$ cat src/rtl/fetch_ctrl.sv
// fetch_ctrl: multi-cycle fetch/decode sequencer upstream of the program counter.
// Loads the start vector, fetches from a registered imem, decodes and drives PC strobes.
module fetch_ctrl #(
    parameter logic [7:0]  RESET_VECTOR = 8'h00,
    parameter int unsigned EXEC_TIMEOUT = 16
) (
    input  logic        clk,
    input  logic        rst_n,
    input  logic        run,
    input  logic [3:0]  pc_addr,
    output logic        imem_en,
    output logic [3:0]  imem_addr,
    input  logic [15:0] imem_rdata,
    input  logic        zero_flag,
    input  logic        exec_done,
    output logic        incPC,
    output logic        loadPC,
    output logic [7:0]  selPC,
    output logic [15:0] ir,
    output logic        ir_valid,
    output logic        halted,
    output logic        err,
    output logic [7:0]  instr_count
);
    localparam logic [3:0] OP_NOP  = 4'h0;
    localparam logic [3:0] OP_JMP  = 4'hC;
    localparam logic [3:0] OP_BZ   = 4'hD;
    localparam logic [3:0] OP_HALT = 4'hF;
    localparam logic [7:0] TMO_LIM = 8'(EXEC_TIMEOUT);

    typedef enum logic [2:0] {
        S_IDLE, S_INIT, S_FETCH, S_WAIT, S_DECODE, S_EXEC, S_UPDATE, S_HALTED
    } state_t;

    state_t      state_q, state_d;
    logic [15:0] ir_q, ir_d;
    logic [7:0]  cnt_q, cnt_d;
    logic [7:0]  tmo_q, tmo_d;
    logic [7:0]  tgt_q, tgt_d;
    logic        ld_q, ld_d;
    logic        err_q, err_d;
    logic [7:0]  cnt_inc;
    logic [7:0]  tmo_inc;
    logic [3:0]  opcode;

    assign opcode  = ir_q[15:12];
    assign cnt_inc = (cnt_q == 8'hFF) ? cnt_q : cnt_q + 8'd1;
    assign tmo_inc = tmo_q + 8'd1;

    always_ff @(posedge clk or negedge rst_n) begin
        if (!rst_n) begin
            state_q <= S_IDLE;
            ir_q    <= '0;
            cnt_q   <= '0;
            tmo_q   <= '0;
            tgt_q   <= '0;
            ld_q    <= 1'b0;
            err_q   <= 1'b0;
        end else begin
            state_q <= state_d;
            ir_q    <= ir_d;
            cnt_q   <= cnt_d;
            tmo_q   <= tmo_d;
            tgt_q   <= tgt_d;
            ld_q    <= ld_d;
            err_q   <= err_d;
        end
    end

    // Strobes are decoded from the state register only, so an async reset
    // removes them in the same instant it returns the FSM to IDLE.
    always_comb begin
        state_d   = state_q;
        ir_d      = ir_q;
        cnt_d     = cnt_q;
        tmo_d     = tmo_q;
        tgt_d     = tgt_q;
        ld_d      = ld_q;
        err_d     = err_q;
        imem_en   = 1'b0;
        imem_addr = 4'h0;
        incPC     = 1'b0;
        loadPC    = 1'b0;
        selPC     = 8'h00;
        ir_valid  = 1'b0;
        halted    = 1'b0;
        case (state_q)
            S_IDLE: begin
                if (run) state_d = S_INIT;
            end
            S_INIT: begin
                loadPC  = 1'b1;
                selPC   = RESET_VECTOR;
                state_d = S_FETCH;
            end
            S_FETCH: begin
                imem_en   = 1'b1;
                imem_addr = pc_addr;
                state_d   = S_WAIT;
            end
            S_WAIT: begin
                ir_d    = imem_rdata;
                state_d = S_DECODE;
            end
            S_DECODE: begin
                ir_valid = 1'b1;
                tgt_d    = ir_q[7:0];
                case (opcode)
                    OP_HALT: begin
                        cnt_d   = cnt_inc;
                        state_d = S_HALTED;
                    end
                    OP_JMP: begin
                        ld_d    = 1'b1;
                        state_d = S_UPDATE;
                    end
                    OP_BZ: begin
                        ld_d    = zero_flag;
                        state_d = S_UPDATE;
                    end
                    OP_NOP: begin
                        ld_d    = 1'b0;
                        state_d = S_UPDATE;
                    end
                    default: begin
                        tmo_d   = 8'h00;
                        state_d = S_EXEC;
                    end
                endcase
            end
            S_EXEC: begin
                ir_valid = 1'b1;
                tmo_d    = tmo_inc;
                // done on the expiry cycle still retires normally
                if (exec_done) begin
                    ld_d    = 1'b0;
                    state_d = S_UPDATE;
                end else if (tmo_inc == TMO_LIM) begin
                    err_d   = 1'b1;
                    state_d = S_HALTED;
                end
            end
            S_UPDATE: begin
                if (ld_q) begin
                    loadPC = 1'b1;
                    selPC  = tgt_q;
                end else begin
                    incPC  = 1'b1;
                end
                cnt_d   = cnt_inc;
                state_d = S_FETCH;
            end
            S_HALTED: begin
                halted = 1'b1;
            end
            default: state_d = S_IDLE;
        endcase
    end

    assign ir          = ir_q;
    assign err         = err_q;
    assign instr_count = cnt_q;

endmodule

$ cat config.mk
export PLATFORM = sky130hd
export DESIGN_NAME = fetch_ctrl
export DESIGN_NICKNAME = d
export VERILOG_FILES = /design/src/rtl/fetch_ctrl.sv
export SDC_FILE = /design/constraint.sdc
export NUM_CORES = 1
export LEC_CHECK = 0
export ABC_AREA = 1
export CORE_MARGIN = 2
export CORE_UTILIZATION = 36
export DETAILED_ROUTE_END_ITERATION = 8
export GPL_ROUTABILITY_DRIVEN = 1
export PLACE_DENSITY_LB_ADDON = 0.3
export SYNTH_ARGS = -nofsm -noshare
export SYNTH_HDL_FRONTEND = slang
export SYNTH_SLANG_ARGS = --single-unit
$ cat constraint.sdc
create_clock -name clk -period 1.35 [get_ports clk]
set_input_delay 0.27 -clock clk [delete_from_list [all_inputs] [get_ports clk]]
set_output_delay 0.27 -clock clk [all_outputs]
set_load 0.02 [all_outputs]
==> results_dict.tcl, run 1 <==
set metrics [dict create \
    gp_routability_congestion 0.850 \
    fp.coreArea_sq_um 6240 \
    final.setup_skew_ns 0.00432 \
    drt_antenna_net_count 0 \
    required_ns 1.08 \
    dieArea_sq_um 7000 \
    synth_top_cells_by_count "sky130_fd_sc_hd__nand2_1 (62), sky130_fd_sc_hd__dfrtp_1 (45), sky130_fd_sc_hd__inv_1 (38)" \
    global_route.peak_usage_layer "met2" \
    synthesis.yosys.warnings 0 \
    place_ws_ns -0.517 \
    grt_pass1_wl_mm 9.14 \
    rsz_0062_raised_after_global_routing "yes" \
    synth_nets 301 \
    synth_edf_count 0 \
    synth.yosys.seq_area_share_pct 49.3 \
    clkLatencyLatePin_ns 0.29 \
    avgRoutedWirePerCell_microns 11.8 \
    pwr_cell_area_nw_per_um2 2000 \
    fp.dieW_microns 83.7 \
    netlist_top_cells_area "sky130_fd_sc_hd__dfrtp_1 (49%), sky130_fd_sc_hd__nand2_1 (10%), sky130_fd_sc_hd__inv_1 (6.2%)" \
    critPathKind "reg -> out" \
    clock_tree.htree_level_count 2 \
    grt_overflow 0 \
    tritoncts_num_sinks 45 \
    peakVddDrop_mv 1.37 \
    maxCapViolations 0 \
    placement.io_buffers 66 \
    dpl_hpwl_mm 3.95 \
    startpoint_type "register" \
    remaining_drc_errors 0 \
    layout-drive-gt1-share_pct 30.1 \
    outcome "finished, violations left" \
    placedCellCount 445 \
    antenna_violations_before_repair 0 \
    grtUsageMet3_pct 4.35 \
    setup-violations-final 28 \
    worst_max_slew_pin_slew_ns 0.311 \
    post-synth-top-area-fraction_pct 49.3 \
    slew_violations 0 \
    setup_ws_ns -0.357 \
    grt_pass1_vias 2071 \
    area_growth_pct 56.9 \
    clkSlewWorstSetupHoldPaths_ns 0.08 \
    maxClockFrequency_mhz 586 \
    fillers 584 \
    layout.area.seq_sq_um 1130 \
    worst-path-max-fanout 10 \
    cts_buffers 5 \
    grt_start_max_net_pins 46 \
    placement_rows 29 \
    detailed_place.area_sq_um 3430 \
    critPathCaptureType "primary output" \
    async_s_r_ff_share_synth_pct 100 \
    ioPinCount 67 \
    nets 405 \
    via_count 2122 \
    rel_slew_slack_pct 79.3 \
    yosys_register_bits 45 \
    design_power_total_w 0.00716 \
    n_antenna_cell 0 \
    timing.final.crit_share_pct 126 \
    met1_routing_resource_usage_after_global_routing_pct 19.4 \
    post_synth_num_cell_types 31 \
    yosys.cell_count.top_type "sky130_fd_sc_hd__nand2_1" \
    chipHeight_microns 83.7 \
    synth_area_sq_um 2280 \
    initial_utilization_pct 36.6 \
    multiInputGateArea_sq_um 1140 \
    grt_usage_pct 15.8 \
    drt_wl_total_mm 5.36 \
    failing_checks "setup timing" \
    first_pass_iters 4 \
    final-hold-violation-count 0 \
    synth_top_flop_cell "sky130_fd_sc_hd__dfrtp_1" \
    post_layout_nonfiller_instances 456 \
    hp-class "in -> async" \
    detail_route.iter0.violations 79 \
    final_period_minus_worst_setup_slack_ns 1.71 \
    post_synth_inst_count 274 \
    clockBufferDepth 2 \
    syn-mean-instance-area_sq_um 8.34 \
    synth_top_cell_by_area "sky130_fd_sc_hd__dfrtp_1" \
    final_design_area_no_fill_sq_um 3580 \
    arrival_ns 1.44 \
    global_route.usage.met2_pct 26.7 \
    ctsRootBufferMaster "sky130_fd_sc_hd__clkbuf_8" \
    cts_tree "done" \
    power_leakage_nw 1.71 \
    vias_per_instance 4.65 \
]
-- cells by family after synthesis --
kind of cell	count (synthesis)	synth area share [%]
buffers and inverters	49	8.87
AO/OA/AOI/OAI	38	10.6
adder cells (fa/ha/maj)	2	1.10
XOR/XNOR	8	3.07
AND/OR/NAND/NOR	125	23.7
multiplexers	7	3.40
flip-flops	45	49.3
-- path summary, 6_finish.rpt --
path | startpoint | end | slack [ns] | cells past startpoint
max in group asynchronous | rst_n | instr_count[1] | 0.65 | 3
min | rst_n | tmo_q[6] | 0.48 | 3
max | state_q[0] | incPC | -0.36 | 7
min in group clk | err | err | 0.49 | 1
min reg2reg | err | err | 0.49 | 1
max reg2reg | state_q[1] | instr_count[7] | -0.20 | 12
-- sequential cells by signal (all words and copies together) (netlist names) --
name	cells
state_q	3
instr_count	8
ir	16
ld_q	1
tmo_q	8
tgt_q	8
err	1
-- layout by cell type (no fill, tap or decap), types with 5 or more instances in the layout --
master and n:
sky130_fd_sc_hd__inv_1 35, sky130_fd_sc_hd__a21oi_1 11, sky130_fd_sc_hd__nor2_4 18, sky130_fd_sc_hd__mux2_2 6, sky130_fd_sc_hd__nor2_1 19, sky130_fd_sc_hd__clkdlybuf4s15_1 5
sky130_fd_sc_hd__nand2_1 60, sky130_fd_sc_hd__o21ai_1 6, sky130_fd_sc_hd__buf_4 28, sky130_fd_sc_hd__o21ai_0 8, sky130_fd_sc_hd__clkbuf_8 5, sky130_fd_sc_hd__o22ai_1 5
sky130_fd_sc_hd__dlygate4sd2_1 17, sky130_fd_sc_hd__buf_6 21, sky130_fd_sc_hd__dfrtp_1 43, sky130_fd_sc_hd__clkdlybuf4s50_1 23, sky130_fd_sc_hd__nand3_1 11
-- layer usage --
layer  vias up  wire length [microns]
li1       1078                      -
met1       995                   2340
met2        43                   2620
met3         6                    321
met4         0                     84
met5         -                      0
-- metrics by stage --
step / util [%] / hold WS, ns / setup TNS, ns
final: 57.4 / 0.484 / -5.76
after floorplan: - / -0.0256 / -0.900
after detailed placement: 55.0 / 0.271 / -9.04
after global placement: 55.0 / 0.267 / -8.28
after CTS: 56.7 / 0.491 / -6.17
after global routing: 57.4 / 0.502 / -8.27
-- worst max-delay path, cell delays in order, from the launching register on --
cell	delay (ns)
sky130_fd_sc_hd__dfrtp_1	0.42
sky130_fd_sc_hd__nor2_4	0.11
sky130_fd_sc_hd__inv_2	0.06
sky130_fd_sc_hd__nor2_2	0.10
sky130_fd_sc_hd__inv_2	0.07
sky130_fd_sc_hd__buf_12	0.16
sky130_fd_sc_hd__nor2_4	0.11
sky130_fd_sc_hd__buf_6	0.12
-- area by class of cell --
type | count | share of cell area [%]
multi-input cells | 181 | 31.8
flip-flops and latches | 45 | 31.5
repair buffers | 102 | 26.8
inverters | 43 | 4.85
well taps | 77 | 2.69
clock buffers | 7 | 2.13
clock inverters | 1 | 0.209
-- what timing repair did --
action | CTS | global route
endpoints found under the setup margin | 60 | 58
buffers inserted | 2 | 2
endpoints found under the hold margin | 45 | 0
pin swaps | 0 | 3
gates cloned | 1 | 0
hold buffers | 1 | 0
gates resized for setup | 140 | 20
-- power breakdown --
group	switching (W)	internal [W]	total, W
logic	0.00232	0.00179	0.00411
clock network	0.000455	0.000367	0.000822
registers	0.000359	0.00188	0.00223
total	0.00313	0.00403	0.00716
Note: power is estimated with default switching activity, not from simulation.
==> run 2: changes to the inputs <==
- CTS_CLUSTER_DIAMETER: not set -> 100
==> results of run 2 <==
Same layout as run 1: the final DEF is identical, and so are final timing and power.
==> run 3: changes to the inputs <==
- CTS_CLUSTER_DIAMETER: 100 -> not set
==> results of run 3 <==
Same layout as run 1: the final DEF is identical, and so are final timing and power.
